### src/rtl/deck_card_fetcher.sv
// Adder-side reader of the shuffled deck memory: fetches the next card code on request,
// decodes its blackjack value and presents it under a valid/ack handshake.
module deck_card_fetcher #(
  parameter int DECK_SIZE = 52,
  parameter int ADDR_W    = 6,
  parameter int CODE_W    = 6
) (
  input  logic              i_Clk,
  input  logic              i_Rst_n,
  input  logic              i_DeckReady,
  input  logic              i_NewDeck,
  input  logic              i_CardReq,
  input  logic              i_CardAck,
  input  logic [CODE_W-1:0] i_MemData,
  output logic [ADDR_W-1:0] o_Address,
  output logic              o_MemClk,
  output logic              o_CardValid,
  output logic [CODE_W-1:0] o_CardCode,
  output logic [3:0]        o_CardValue,
  output logic              o_IsAce,
  output logic              o_CardErr,
  output logic              o_DeckEmpty,
  output logic              o_Busy
);

  localparam logic [ADDR_W-1:0] LP_PTR_MAX = ADDR_W'(DECK_SIZE);
  localparam logic [CODE_W-1:0] LP_CODE_MAX = CODE_W'(DECK_SIZE);

  typedef enum logic [2:0] {
    S_IDLE,
    S_SETUP,
    S_STROBE,
    S_CAPTURE,
    S_PRESENT
  } state_t;

  state_t            r_State, w_StateNext;
  logic [ADDR_W-1:0] r_Ptr, w_PtrNext;
  logic [ADDR_W-1:0] r_Address;
  logic              r_MemClk, r_CardValid, r_IsAce, r_CardErr, r_DeckEmpty;
  logic [CODE_W-1:0] r_CardCode;
  logic [3:0]        r_CardValue;
  logic              w_Accept, w_Capture;
  logic [CODE_W-1:0] w_Rank;
  logic [3:0]        w_Value;
  logic              w_IsAce, w_Err;

  always_comb begin
    w_StateNext = r_State;
    w_Accept    = 1'b0;
    case (r_State)
      S_IDLE: begin
        if (i_CardReq && i_DeckReady && !r_DeckEmpty) begin
          w_StateNext = S_SETUP;
          w_Accept    = 1'b1;
        end
      end
      S_SETUP:   w_StateNext = i_DeckReady ? S_STROBE  : S_IDLE;
      S_STROBE:  w_StateNext = i_DeckReady ? S_CAPTURE : S_IDLE;
      S_CAPTURE: w_StateNext = i_DeckReady ? S_PRESENT : S_IDLE;
      S_PRESENT: if (i_CardAck) w_StateNext = S_IDLE;
      default:   w_StateNext = S_IDLE;
    endcase
    // A new deck overrides everything, including an in-flight fetch.
    if (i_NewDeck) begin
      w_StateNext = S_IDLE;
      w_Accept    = 1'b0;
    end
  end

  assign w_Capture = (r_State == S_CAPTURE) && i_DeckReady && !i_NewDeck;

  always_comb begin
    w_PtrNext = r_Ptr;
    if (i_NewDeck) w_PtrNext = '0;
    else if (w_Capture && (r_Ptr != LP_PTR_MAX)) w_PtrNext = r_Ptr + 1'b1;
  end

  // Rank by subtracting whole suits; a compare chain keeps dividers out of the path.
  always_comb begin
    w_Rank = i_MemData;
    if (i_MemData >= CODE_W'(39))      w_Rank = i_MemData - CODE_W'(39);
    else if (i_MemData >= CODE_W'(26)) w_Rank = i_MemData - CODE_W'(26);
    else if (i_MemData >= CODE_W'(13)) w_Rank = i_MemData - CODE_W'(13);
    w_Err   = (i_MemData >= LP_CODE_MAX);
    w_IsAce = 1'b0;
    w_Value = 4'd10;
    if (w_Err) begin
      w_Value = 4'd0;
    end else if (w_Rank == '0) begin
      w_Value = 4'd1;
      w_IsAce = 1'b1;
    end else if (w_Rank <= CODE_W'(9)) begin
      w_Value = w_Rank[3:0] + 4'd1;
    end
  end

  always_ff @(posedge i_Clk or negedge i_Rst_n) begin
    if (!i_Rst_n) r_State <= S_IDLE;
    else          r_State <= w_StateNext;
  end

  always_ff @(posedge i_Clk or negedge i_Rst_n) begin
    if (!i_Rst_n) begin
      r_Ptr       <= '0;
      r_Address   <= '0;
      r_MemClk    <= 1'b0;
      r_CardValid <= 1'b0;
      r_CardCode  <= '0;
      r_CardValue <= '0;
      r_IsAce     <= 1'b0;
      r_CardErr   <= 1'b0;
      r_DeckEmpty <= 1'b0;
    end else begin
      r_Ptr       <= w_PtrNext;
      r_DeckEmpty <= (w_PtrNext == LP_PTR_MAX);
      // Strobe is a flop tracking the STROBE state, so it never glitches and drops on abort.
      r_MemClk    <= (w_StateNext == S_STROBE);
      if (i_NewDeck)     r_Address <= '0;
      else if (w_Accept) r_Address <= r_Ptr;
      if (i_NewDeck) begin
        r_CardValid <= 1'b0;
      end else if (w_Capture) begin
        r_CardValid <= 1'b1;
        r_CardCode  <= i_MemData;
        r_CardValue <= w_Value;
        r_IsAce     <= w_IsAce;
        r_CardErr   <= w_Err;
      end else if ((r_State == S_PRESENT) && i_CardAck) begin
        r_CardValid <= 1'b0;
      end
    end
  end

  assign o_Address   = r_Address;
  assign o_MemClk    = r_MemClk;
  assign o_CardValid = r_CardValid;
  assign o_CardCode  = r_CardCode;
  assign o_CardValue = r_CardValue;
  assign o_IsAce     = r_IsAce;
  assign o_CardErr   = r_CardErr;
  assign o_DeckEmpty = r_DeckEmpty;
  assign o_Busy      = (r_State != S_IDLE);

endmodule

### config.mk
export PLATFORM = sky130hd
export DESIGN_NAME = deck_card_fetcher
export DESIGN_NICKNAME = d
export VERILOG_FILES = /design/src/rtl/deck_card_fetcher.sv
export SDC_FILE = /design/constraint.sdc
export NUM_CORES = 1
export LEC_CHECK = 0
export ABC_AREA = 1
export BUFFER_PORTS_ARGS = -buffer_cell sky130_fd_sc_hd__buf_2
export CORE_MARGIN = 10
export CORE_UTILIZATION = 50
export DETAILED_ROUTE_END_ITERATION = 7
export GPL_ROUTABILITY_DRIVEN = 0
export GPL_TIMING_DRIVEN = 0
export MAX_ROUTING_LAYER = met4
export PLACE_DENSITY = 0.78
export SETUP_SLACK_MARGIN = 0.4
export SYNTH_ARGS = -nofsm -noshare
export SYNTH_HDL_FRONTEND = slang
export SYNTH_SLANG_ARGS = --single-unit
### constraint.sdc
create_clock -name i_Clk -period 1.7 [get_ports i_Clk]
set_input_delay 0.34 -clock i_Clk [delete_from_list [all_inputs] [get_ports i_Clk]]
set_output_delay 0.34 -clock i_Clk [all_outputs]
set_load 0.005 [all_outputs]
# --- After elaboration in Yosys (flattened, before gate mapping) ---
# Index checks and enable logic that the tools add are counted.
totals:
  reg_bits: 30
  input_bits: 12
  out_inout_bits: 22
op_classes:
  addsub: 5
  magnitude_cmp: 5
  eq_ne: 7
  mux: 25
  bitwise: 1
  reduce_logical: 14
op_table:
  columns: ["op", "count"]
  rows:
  - ["$mux 6", 7]
  - ["$pmux 3 s5", 1]
  - ["$ge 6x6->1 const B", 2]
  - ["$mux 3", 4]
  - ["$mux 4", 3]
  - ["$eq 3x2->1 const B", 3]
  - ["$mux 1", 8]
  - ["$add 6x1->6 const B", 1]
  - ["$eq 6x6->1 const B", 1]
  - ["$ge 6x4->1 const B", 1]
  - ["$ge 6x5->1 const B", 1]
  - ["$le 6x4->1 const B", 1]
  - ["$logic_and 1x1->1", 6]
  - ["$logic_not 6->1", 1]
  - ["$ne 6x6->1 const B", 1]
  - ["$reduce_bool 3->1", 2]
  - ["$sub 6x4->6 const B", 1]
  - ["$sub 6x5->6 const B", 1]
  - ["$sub 6x6->6 const B", 1]
  - ["$add 4x1->4 const B", 1]
  - ["$mux 2", 2]
  - ["$eq 3x1->1 const B", 1]
  - ["$eq 3x3->1 const B", 1]
  - ["$logic_not 3->1", 1]
  - ["other kinds (4)", 5]

# --- Depth between registers and ports, before layout ---
# Gate-level depths: netlist of the first run.
logic_depth:
  ltp_word: 8
  mapped_depth: 18

# --- Least setup slack after synthesis of the first run ---
# Ideal clock, no wire load.
synth_timing:
  path_kind: "in2reg"
  start: "input i_MemData[1]"
  end: "register r_CardValue[0] (netlist: o_CardValue[0])"
  t_arrival_ps: 2006
  required_time_ps: 1576
  slack_ps: -430
  stages: 15
  n_path_buf: 0
  cell_sequence: "inv_1 ha_1 nand2_1 nand2_2 nand2_2 nand2_1 nand2_1 nand2_1 nand3_1 ha_1 or2_2 nand3_1 nand2_1 nand3_1 nand3_1"
synth_between:
  elab_chain_cells: 8
synth_rtl:
  columns: ["item", "line_no", "source"]
  rows:
  - ["start, declared", "14", "input logic [CODE_W-1:0] i_MemData,"]
  - ["$sub 6x4->6 or $ge 6x4->1 (tied branches)", "84", "else if (i_MemData >= CODE_W'(13)) w_Rank = i_MemData - CODE_W'(13);"]
  - ["$mux 6", "84", null]
  - ["$mux 6", "83", "else if (i_MemData >= CODE_W'(26)) w_Rank = i_MemData - CODE_W'(26);"]
  - ["$mux 6", "82", "if (i_MemData >= CODE_W'(39)) w_Rank = i_MemData - CODE_W'(39);"]
  - ["$le 6x4->1 or $add 4x1->4 (tied branches)", "93, 94", null]
  - ["$mux 4", "93", "end else if (w_Rank <= CODE_W'(9)) begin"]
  - ["$mux 4", "90", "end else if (w_Rank == '0) begin"]
  - ["$mux 4 *", "88", "if (w_Err) begin"]
  - ["end signal, assigned", "126", "r_CardValue <= w_Value;"]
  - ["end, declared", "42", "logic [3:0] r_CardValue;"]
# Every way passes the cells marked *; elsewhere a longest branch is shown, timed or not.
# A chain may end at the register's enable or synchronous reset.

# --- Worst setup path in the final report of the first run ---
# Same ends and word-level chain as after synthesis.

==> out/metrics.csv, run 1 <==
stage,metric,value,unit
die,die_h,82.0,um
cells_and_area,fill_cells,218,
global_route,grt_pass1_vias,1884,
die,start_util,52.2,%
route,detail-route-antenna-nets,0,
die,coreArea,3690,um^2
clock_network,cts_tree,yes,
clock_network,htreeDepth,2,
power_and_ir_drop,comb_power_share,24.6,%
clock_network,insertion_delay,0.29,ns
route,drc_errors,0,
sta,rsz0062_at_grt,true,
power_and_ir_drop,leakage,1.54,nW
sta,clock_skew,0.00923,ns
sta,fmaxAchievable,517,MHz
sta,setup_viol,6,
cells_and_area,fin_nets,357,
sta,hold_viol,0,
route,m1WireLength,2260,um
sta,final_max_slew_viol_count,0,
global_route,global_route.overflow_total,0,
worst_setup_path,critPathArrivalTime,2.10,ns
clock_network,numCtsBuffers,5,
yosys,synth-xor-area-share,1.82,%
yosys,synth_fa_ha_area_share,9.10,%
clock_network,clock_path_buffers,2,
yosys,syn_nets,281,
status,violations,negative setup slack,
worst_setup_path,startpoint_type,input port,
die,boundaryPins,34,
yosys,postSynthCellCount,255,
worst_hold_path,worst_hold_path_type,in2async,
sta,fin_crit_sh,114,%
die,rows,22,
status,status,finished with violations,
yosys,synth-simple-area-share,32.4,%
yosys,synth_top_cells_by_area,"dfrtp_1 39%, nand2_1 13%, ha_1 9.1%",
cells_and_area,diodes,0,
clock_network,clk_pin_slew_worst_paths,0.07,ns
yosys,synth_top_area_share,39.0,%
yosys,synth_compound_area_share,9.30,%
yosys,yosysTopAreaCell,dfrtp_1,
cells_and_area,area_growth,55.2,%
yosys,synthDistinctLibCells,30,
power_and_ir_drop,power.switching,0.533,mW
route,route.met2.wl,3460,um
yosys,muxShareOfSynthArea,0,%
global_route,antenna_found_initial,0,
power_and_ir_drop,internal_power,1.23,mW
cells_and_area,final_common_cell,nand2_1,
route,met3_length,306,um
die,dieArea,6730,um^2
sta,tightest_slew,0.727,ns
place,io_buffers,32,
clock_network,clock-sinks,30,
route,drt_wl_total,6230,um
flow_run,drv_cap,0,
yosys,yosysWarnings,0,
cells_and_area,final_util,81.0,%
power_and_ir_drop,p_sw_share,30.2,%
yosys,synth_top_family_by_area,simple AND/OR/NAND/NOR gates,
power_and_ir_drop,clkPwrFrac,33.5,%
worst_setup_path,criticalPathCategory,in2reg,
global_route,grt_usage,16.2,%
yosys,syn_area_per_cell,7.55,um^2
route,top_layer_used,met4,
place,dpl_worst_slack,-0.704,ns
worst_setup_path,crit_required,1.87,ns
worst_setup_path,endpoint_kind,flip-flop,
sta,slew_headroom,51.5,%
clock_network,cts_hold_buf,0,
route,routedWlPerCell,16.4,um
power_and_ir_drop,power-per-cell-area,590,nW/um^2
yosys,synth_area,1920,um^2
worst_setup_path,critPathMaxFanout,5,
sta,worst_slack,-0.234,ns
clock_network,ctsRootBufferMaster,clkbuf_8,
power_and_ir_drop,fin_total_pwr,1.76,mW
yosys,ys_seq_elements,30,
yosys,yosysSeqAreaShare,39.0,%
power_and_ir_drop,pwr-share-seq,41.9,%
global_route,grt_pass1_wl,8380,um
cells_and_area,layout_common_cells,"50 x nand2_1, 29 x buf_2, 29 x dfrtp_1, 27 x buf_4, 18 x inv_1",
place,hpwlAfterDp,3230,um
sta,fin_crit,1.93,ns
die,fp.dieW,82.0,um
route,vias,2003,
cells_and_area,drive_above_1_share,53.3,%
global_route,grt_max_degree,31,
route,drt_iter0_markers,88,
power_and_ir_drop,ir_worst_vdd,0.000297,V
route,viasPerCell,5.27,
route,dr.pass1.iters,4,
[routing by layer]
metal | GRT usage, % | up-vias
met5 | - | -
met4 | 8.16 | 0
met3 | 3.49 | 17
met2 | 28.6 | 64
met1 | 16.7 | 959
li1 | - | 963
[cell type report]
cell class	count	area (um^2)	area share, %
clock buffers	7	86.3	2.89
flip-flops and latches	30	752	25.2
plain buffers	4	48.8	1.63
inverters	38	154	5.15
repair buffers	69	508	17.0
well taps	48	60.1	2.01
multi-input cells	183	1370	46.0
clock inverters	1	5.00	0.168
[flip-flops by register name (all words and copies together), names as in the netlist, 3 cells and up]
signal / cells
o_Address: 6
o_CardValue: 4
r_Ptr: 6
o_CardCode: 6
r_State: 3
[repair_timing]
action	4_1_cts	5_1_grt
pin swaps	21	18
setup endpoints to repair	27	29
resized for setup	34	76
setup buffers	25	11
gates cloned	0	1
[critical path: stages]
cell and delay [ns]:
buf_8 0.09, clkinvlp_4 0.17, ha_4 0.24, nand2_4 0.08
nand2_4 0.06, nand2_4 0.08, nand2_4 0.06, nand2_1 0.05
nand2_1 0.06, nand2_2 0.12, inv_2 0.07, ha_2 0.17
or2_4 0.24, nand3_4 0.07, nand2_4 0.06, nand3_2 0.07
nand3_2 0.06
[worst paths after layout]
| check | depth (start not counted) | slack, ns | from | endpoint |
|---|---|---|---|---|
| worst max-delay path | 17 | -0.23 | i_MemData[1] | o_CardValue[0]$_DFFE_PN0P_ |
| worst min-delay path | 1 | 0.08 | i_Rst_n | o_MemClk$_DFF_PN0_ |
| worst max register to register | 12 | -0.05 | r_State[0]$_DFF_PN0_ | o_DeckEmpty$_DFF_PN0_ |
| worst min register to register | 2 | 0.47 | o_CardValue[2]$_DFFE_PN0P_ | o_CardValue[2]$_DFFE_PN0P_ |
| max in group asynchronous | 1 | 1.13 | i_Rst_n | r_Ptr[4]$_DFF_PN0_ |
| min in group i_Clk | 3 | 0.35 | i_MemData[2] | o_CardCode[2]$_DFFE_PN0P_ |
[kinds of logic after synthesis]
| kind of cell | count (synthesis) |
|---|---|
| buffers and inverters | 42 |
| XOR/XNOR | 4 |
| flip-flops | 30 |
| AND/OR/NAND/NOR | 133 |
| AO/OA/AOI/OAI | 32 |
| adder cells (fa/ha/maj) | 14 |
[cell usage after synthesis (all sizes together)]
cell type	number
nand2	77
inv	38
dfrtp	30
nand3	26
o21ai	19
nor2	18
ha	14
a21oi	10
clkbuf	3
nand4	3
nor4	3
or2	3
xor2	3
nor3	2
o21a	2
a211oi	1
buf	1
nor3b	1
xnor2	1
[power groups by stage]
stage	Clock (mW)	Sequential (mW)	Combinational, mW
floorplan	0	0.751	0.199
global placement	0	0.750	0.284
detailed placement	0	0.750	0.290
CTS	0.591	0.737	0.346
global route	0.635	0.739	0.473
finish	0.591	0.739	0.434
[stage by stage]
| stage | TNS [ns] | area (um^2) | cells | hold slack [ns] |
|---|---|---|---|---|
| 3_5_place_dp | -3.30 | 2230 | 335 | 0.405 |
| 5_1_grt | -1.63 | 2990 | 380 | 0.120 |
| 4_1_cts | -0.681 | 2620 | 368 | 0.101 |
| 2_1_floorplan | -1.11 | 2010 | 255 | 0.0444 |
| 6_report | -1.05 | 2990 | 380 | 0.0820 |
| 3_3_place_gp | -3.11 | 2230 | 335 | 0.396 |
Power figures use the tool's default switching activity.
==> inputs of run 2 (changes only) <==
- CTS_BUF_LIST: not set -> sky130_fd_sc_hd__clkbuf_16
==> run 2 against run 1 <==
  * The run still ends with negative setup slack left
  * Flip-flop and latch count unchanged
  * Highest routed layer unchanged
  * Critical endpoint is now o_CardValue[3]$_DFFE_PN0P_
  * Maximum frequency down 2.8%
  * Total power up 16%
==> out/metrics.csv, run 2 (synthesis results as in run 1) <==
stage,metric,value,unit
route,m1WireLength,2370,um
route,met3_length,369,um
flow_run,drv_cap,0,
worst_setup_path,startpoint_type,input port,
power_and_ir_drop,p_sw_share,29.4,%
clock_network,cts_hold_buf,0,
clock_network,ctsRootBufferMaster,clkbuf_16,
die,start_util,52.2,%
sta,slew_headroom,50.5,%
cells_and_area,fin_nets,358,
sta,fin_crit_sh,117,%
die,rows,22,
global_route,global_route.overflow_total,0,
power_and_ir_drop,internal_power,1.44,mW
worst_setup_path,criticalPathCategory,in2reg,
route,top_layer_used,met4,
power_and_ir_drop,fin_total_pwr,2.04,mW
cells_and_area,drive_above_1_share,53.5,%
cells_and_area,layout_common_cells,"51 x nand2_1, 30 x dfrtp_1, 29 x buf_2, 25 x buf_4",
power_and_ir_drop,pwr-share-seq,36.3,%
die,coreArea,3690,um^2
sta,hold_viol,0,
sta,setup_viol,5,
global_route,grt_pass1_vias,1921,
sta,fmaxAchievable,502,MHz
power_and_ir_drop,clkPwrFrac,41.6,%
sta,tightest_slew,0.742,ns
route,drt_wl_total,6880,um
power_and_ir_drop,power.switching,0.601,mW
route,drt_iter0_markers,111,
global_route,grt_max_degree,31,
worst_setup_path,crit_required,1.92,ns
route,route.met2.wl,3840,um
route,drc_errors,0,
clock_network,numCtsBuffers,5,
sta,fin_crit,1.99,ns
status,violations,negative setup slack,
clock_network,cts_tree,yes,
power_and_ir_drop,leakage,1.59,nW
route,vias,2110,
die,fp.dieW,82.0,um
place,io_buffers,32,
route,viasPerCell,5.54,
cells_and_area,area_growth,60.8,%
power_and_ir_drop,comb_power_share,22.1,%
sta,worst_slack,-0.290,ns
power_and_ir_drop,power-per-cell-area,660,nW/um^2
worst_setup_path,critPathArrivalTime,2.21,ns
worst_setup_path,r2r_slack,0.01,ns
cells_and_area,diodes,0,
route,dr.pass1.iters,4,
clock_network,insertion_delay,0.29,ns
die,dieArea,6730,um^2
status,status,finished with violations,
power_and_ir_drop,ir_worst_vdd,0.000455,V
clock_network,clock_path_buffers,2,
cells_and_area,final_util,83.9,%
clock_network,clock-sinks,30,
clock_network,htreeDepth,2,
global_route,grt_pass1_wl,8830,um
place,hpwlAfterDp,3230,um
cells_and_area,design_area,3090,um^2
global_route,grt_usage,17.4,%
worst_hold_path,worst_hold_path_type,in2async,
sta,final_max_slew_viol_count,0,
route,detail-route-antenna-nets,0,
global_route,antenna_found_initial,0,
place,placed_area,2230,um^2
sta,rsz0062_at_grt,true,
clock_network,clk_pin_slew_worst_paths,0.06,ns
die,boundaryPins,34,
worst_setup_path,critPathMaxFanout,5,
route,routedWlPerCell,18.1,um
cells_and_area,final_common_cell,nand2_1,
place,dpl_worst_slack,-0.704,ns
sta,clock_skew,0.0107,ns
die,die_h,82.0,um
sta,hold_ws,0.0819,ns
worst_setup_path,endpoint_kind,flip-flop,
## run 2: cell types whose count changed in the layout (fill, tap and decap cells not counted), moves of 2 or more
cell	previous run	this run
o21ai_4	0	2
a21oi_1	4	2
nand2_2	17	15
buf_4	27	25
buf_6	10	12
clkbuf_8	6	0
nand3_4	4	2
clkbuf_16	1	7
a21oi_4	1	3
## run 2: final cells by class
type                    count  area (um^2)
fillers                   185          594
clock inverters             3         12.5
inverters                  38          156
multi-input cells         183         1400
repair buffers             70          531
plain buffers               4         58.8
well taps                  48         60.1
clock buffers               5          125
flip-flops and latches     30          751
## run 2: timing repair
item	4_1_cts	5_1_grt
cloned	0	1
resized for setup	54	66
pin swaps	26	21
buffers inserted	26	11
endpoints found under the setup margin	27	29
## run 2: final timing paths
kind / start / endpoint / cells past startpoint
worst max-delay path: i_MemData[1] / o_CardValue[3]$_DFFE_PN0P_ / 18
worst min-delay path: i_Rst_n / o_CardValid$_DFFE_PN0P_ / 1
worst max register to register: r_State[0]$_DFF_PN0_ / r_Ptr[3]$_DFF_PN0_ / 11
worst min register to register: o_CardValue[2]$_DFFE_PN0P_ / o_CardValue[2]$_DFFE_PN0P_ / 2
max in group asynchronous: i_Rst_n / r_Ptr[0]$_DFF_PN0_ / 1
min in group i_Clk: i_CardAck / r_State[2]$_DFF_PN0_ / 3
## run 2: critical path, stage by stage
cell        delay [ns]
buf_8             0.09
clkinvlp_4        0.17
ha_4              0.24
nand2_4           0.08
nand2_4           0.06
nand2_4           0.08
nand2_4           0.06
nand2_1           0.05
nand2_1           0.06
nand2_2           0.12
inv_2             0.07
ha_2              0.17
or2_4             0.24
nand3_4           0.07
nand2_4           0.06
nand3_2           0.06
nand2_1           0.08
nand2_1           0.08
## run 2: power by group through the flow
stage | Clock, mW | Sequential (mW) | Combinational, mW
2_1_floorplan | 0 | 0.751 | 0.199
3_3_place_gp | 0 | 0.750 | 0.284
3_5_place_dp | 0 | 0.750 | 0.290
4_1_cts | 0.825 | 0.739 | 0.360
5_1_grt | 0.886 | 0.742 | 0.492
6_report | 0.850 | 0.741 | 0.450
## run 2: per-layer routing
layer | global-route usage (%) | vias up
met5 | - | -
met4 | 10.5 | 0
met3 | 3.71 | 28
met2 | 30.9 | 98
met1 | 17.0 | 1016
li1 | - | 968
## run 2: stage by stage
stage / setup TNS [ns] / instances
after global placement: -3.11 / 335
after global routing: -1.92 / 381
after CTS: -0.730 / 369
after floorplan: -1.11 / 255
final: -1.19 / 381
after detailed placement: -3.30 / 335
==> inputs of run 3 (changes only) <==
- CTS_BUF_LIST: sky130_fd_sc_hd__clkbuf_16 -> not set
- REMOVE_ABC_BUFFERS: not set -> 1
==> run 3 against run 2 <==
  * The run still ends with negative setup slack left
  * Clock skew decreased by 0.0028 ns
  * Cell area shrank 4.6%
  * Setup slack better by 0.068 ns
  * Sequential share of layout area increased by 1.2 points
  * Wire length fell by 12%
  * Register-to-register slack worse by 0.12 ns
  * Cell count grew 0.26%
  * Maximum frequency grew 3.6%
  * Critical path depth fell by 4
  * Total power fell by 15%
  * Via count down 3.0%
  * Critical endpoint is now o_CardValue[1]$_DFFE_PN0P_
==> out/metrics.csv, run 3 (synthesis results as in run 1) <==
stage,metric,value,unit
cells_and_area,fin_nets,359,
worst_setup_path,r2r-start,r_State[2]$_DFF_PN0_,
die,dieArea,6730,um^2
sta,fmaxAchievable,520,MHz
cells_and_area,stdcell_count,382,
status,violations,negative setup slack,
clock_network,clock-sinks,30,
place,post-place-cells,332,
clock_network,cts_tree,yes,
worst_setup_path,crit_required,1.87,ns
worst_setup_path,critPathArrivalTime,2.09,ns
worst_setup_path,endpoint_kind,flip-flop,
die,rows,22,
route,drt_wl_total,6050,um
sta,hold_viol,0,
flow_run,drv_cap,0,
worst_setup_path,startpoint_type,input port,
cells_and_area,final_common_cell,nand2_1,
clock_network,clock_path_buffers,2,
route,routedWlPerCell,15.8,um
cells_and_area,diodes,0,
clock_network,insertion_delay,0.28,ns
sta,fin_crit_sh,113,%
worst_setup_path,critPathMaxFanout,5,
clock_network,clk_pin_slew_worst_paths,0.07,ns
route,dr.pass1.iters,4,
sta,tns,-1.04,ns
die,coreArea,3690,um^2
route,detail-route-antenna-nets,0,
worst_setup_path,criticalPathCategory,in2reg,
global_route,grt_usage,17.7,%
power_and_ir_drop,power-per-cell-area,586,nW/um^2
sta,hold_ws,0.0833,ns
place,placed_area,2130,um^2
sta,setup_viol,6,
global_route,global_route.overflow_total,0,
power_and_ir_drop,clkPwrFrac,33.7,%
clock_network,numCtsBuffers,5,
worst_setup_path,r2r_end,o_DeckEmpty$_DFF_PN0_,
cells_and_area,layout_common_cells,"49 x nand2_1, 30 x buf_2, 29 x dfrtp_1, 27 x buf_4, 20 x nand2_2",
sta,slew_headroom,56.1,%
die,die_h,82.0,um
worst_setup_path,worstRegToRegCells,14,
global_route,grt_pass1_vias,2073,
power_and_ir_drop,ir_worst_vdd,0.000271,V
route,drt_iter0_markers,124,
cells_and_area,area_growth,53.4,%
sta,fin_crit,1.92,ns
global_route,grt_pass1_wl,9250,um
sta,clock_skew,0.00791,ns
sta,worst_slack,-0.222,ns
power_and_ir_drop,internal_power,1.22,mW
power_and_ir_drop,fin_total_pwr,1.73,mW
worst_setup_path,r2r_slack,-0.11,ns
power_and_ir_drop,comb_power_share,23.5,%
clock_network,ctsRootBufferMaster,clkbuf_8,
cells_and_area,drive_above_1_share,53.0,%
place,hpwlAfterDp,3190,um
cells_and_area,final_util,80.1,%
die,fp.dieW,82.0,um
place,dpl_worst_slack,-0.921,ns
worst_hold_path,worst_hold_path_type,in2async,
global_route,grt_max_degree,31,
power_and_ir_drop,pwr-share-seq,42.7,%
die,boundaryPins,34,
power_and_ir_drop,leakage,1.55,nW
cells_and_area,fill_cells,226,
global_route,antenna_found_initial,0,
route,vias,2046,
route,viasPerCell,5.36,
power_and_ir_drop,p_sw_share,29.3,%
place,io_buffers,33,
sta,final_max_slew_viol_count,0,
status,status,finished with violations,
cells_and_area,design_area,2950,um^2
route,drc_errors,0,
sta,rsz0062_at_grt,true,
power_and_ir_drop,power.switching,0.507,mW
clock_network,htreeDepth,2,
sta,tightest_slew,0.659,ns
die,start_util,52.2,%
==> run 3: changes by cell type in the layout (fill, tap and decap cells not counted), sizes merged <==
cell / change
nand2: +1
inv: -1
clkinv: -1
buf: +3
clkbuf: -1
==> run 3: metal layers <==
metal  GRT usage [%]  part of all wire, %  vias to the layer above
met5               -                    0                        -
met4            10.0                  3.3                        0
met3            2.62                  4.9                       17
met2            31.4                   53                       70
met1            18.2                   38                      988
li1                -                    -                      971
==> run 3: timing repair <==
| action | 4_1_cts | 5_1_grt |
|---|---|---|
| buffers inserted | 30 | 11 |
| pin swaps | 24 | 21 |
| cloned | 1 | 0 |
| resized for setup | 74 | 49 |
| hold buffers | 0 | 0 |
| setup endpoints to repair | 22 | 28 |
==> run 3: final cells by class <==
class	instances	area, um^2	area share (%)
Clock buffer	7	86.3	2.92
Clock inverter	1	5.00	0.169
Inverter	38	161	5.47
Multi-Input combinational cell	184	1340	45.4
Sequential cell	30	752	25.5
Tap cell	48	60.1	2.03
Timing Repair Buffer	74	548	18.6
==> run 3: worst max-delay path, cell delays in order <==
cell and delay (ns):
buf_8 0.09, clkinvlp_4 0.16, buf_6 0.17, ha_1 0.29, or2_1 0.25, nand3_4 0.12
ha_2 0.18, nand2_2 0.05, inv_2 0.06, nand2_2 0.06, nor2_4 0.13, nor2_4 0.07
nand2_2 0.07, nand2_1 0.05
==> run 3: how the worst max path moves through the flow <==
stage                       from                         end  slack, ns
floorplan           i_MemData[1]  o_CardValue[0]$_DFFE_PN0P_      -0.43
global placement    i_MemData[1]  o_CardValue[0]$_DFFE_PN0P_      -0.86
detailed placement  i_MemData[1]  o_CardValue[0]$_DFFE_PN0P_      -0.92
CTS                 i_MemData[1]  o_CardValue[0]$_DFFE_PN0P_      -0.15
global route        i_MemData[1]  o_CardValue[3]$_DFFE_PN0P_      -0.36
finish              i_MemData[1]  o_CardValue[1]$_DFFE_PN0P_      -0.22
==> run 3: power by group through the flow <==
stage          Combinational (mW)  Clock [mW]  Sequential [mW]
6_report                    0.407       0.583            0.739
5_1_grt                     0.452       0.623            0.740
4_1_cts                     0.343       0.595            0.737
3_5_place_dp                0.267           0            0.750
3_3_place_gp                0.261           0            0.749
2_1_floorplan               0.176           0            0.750
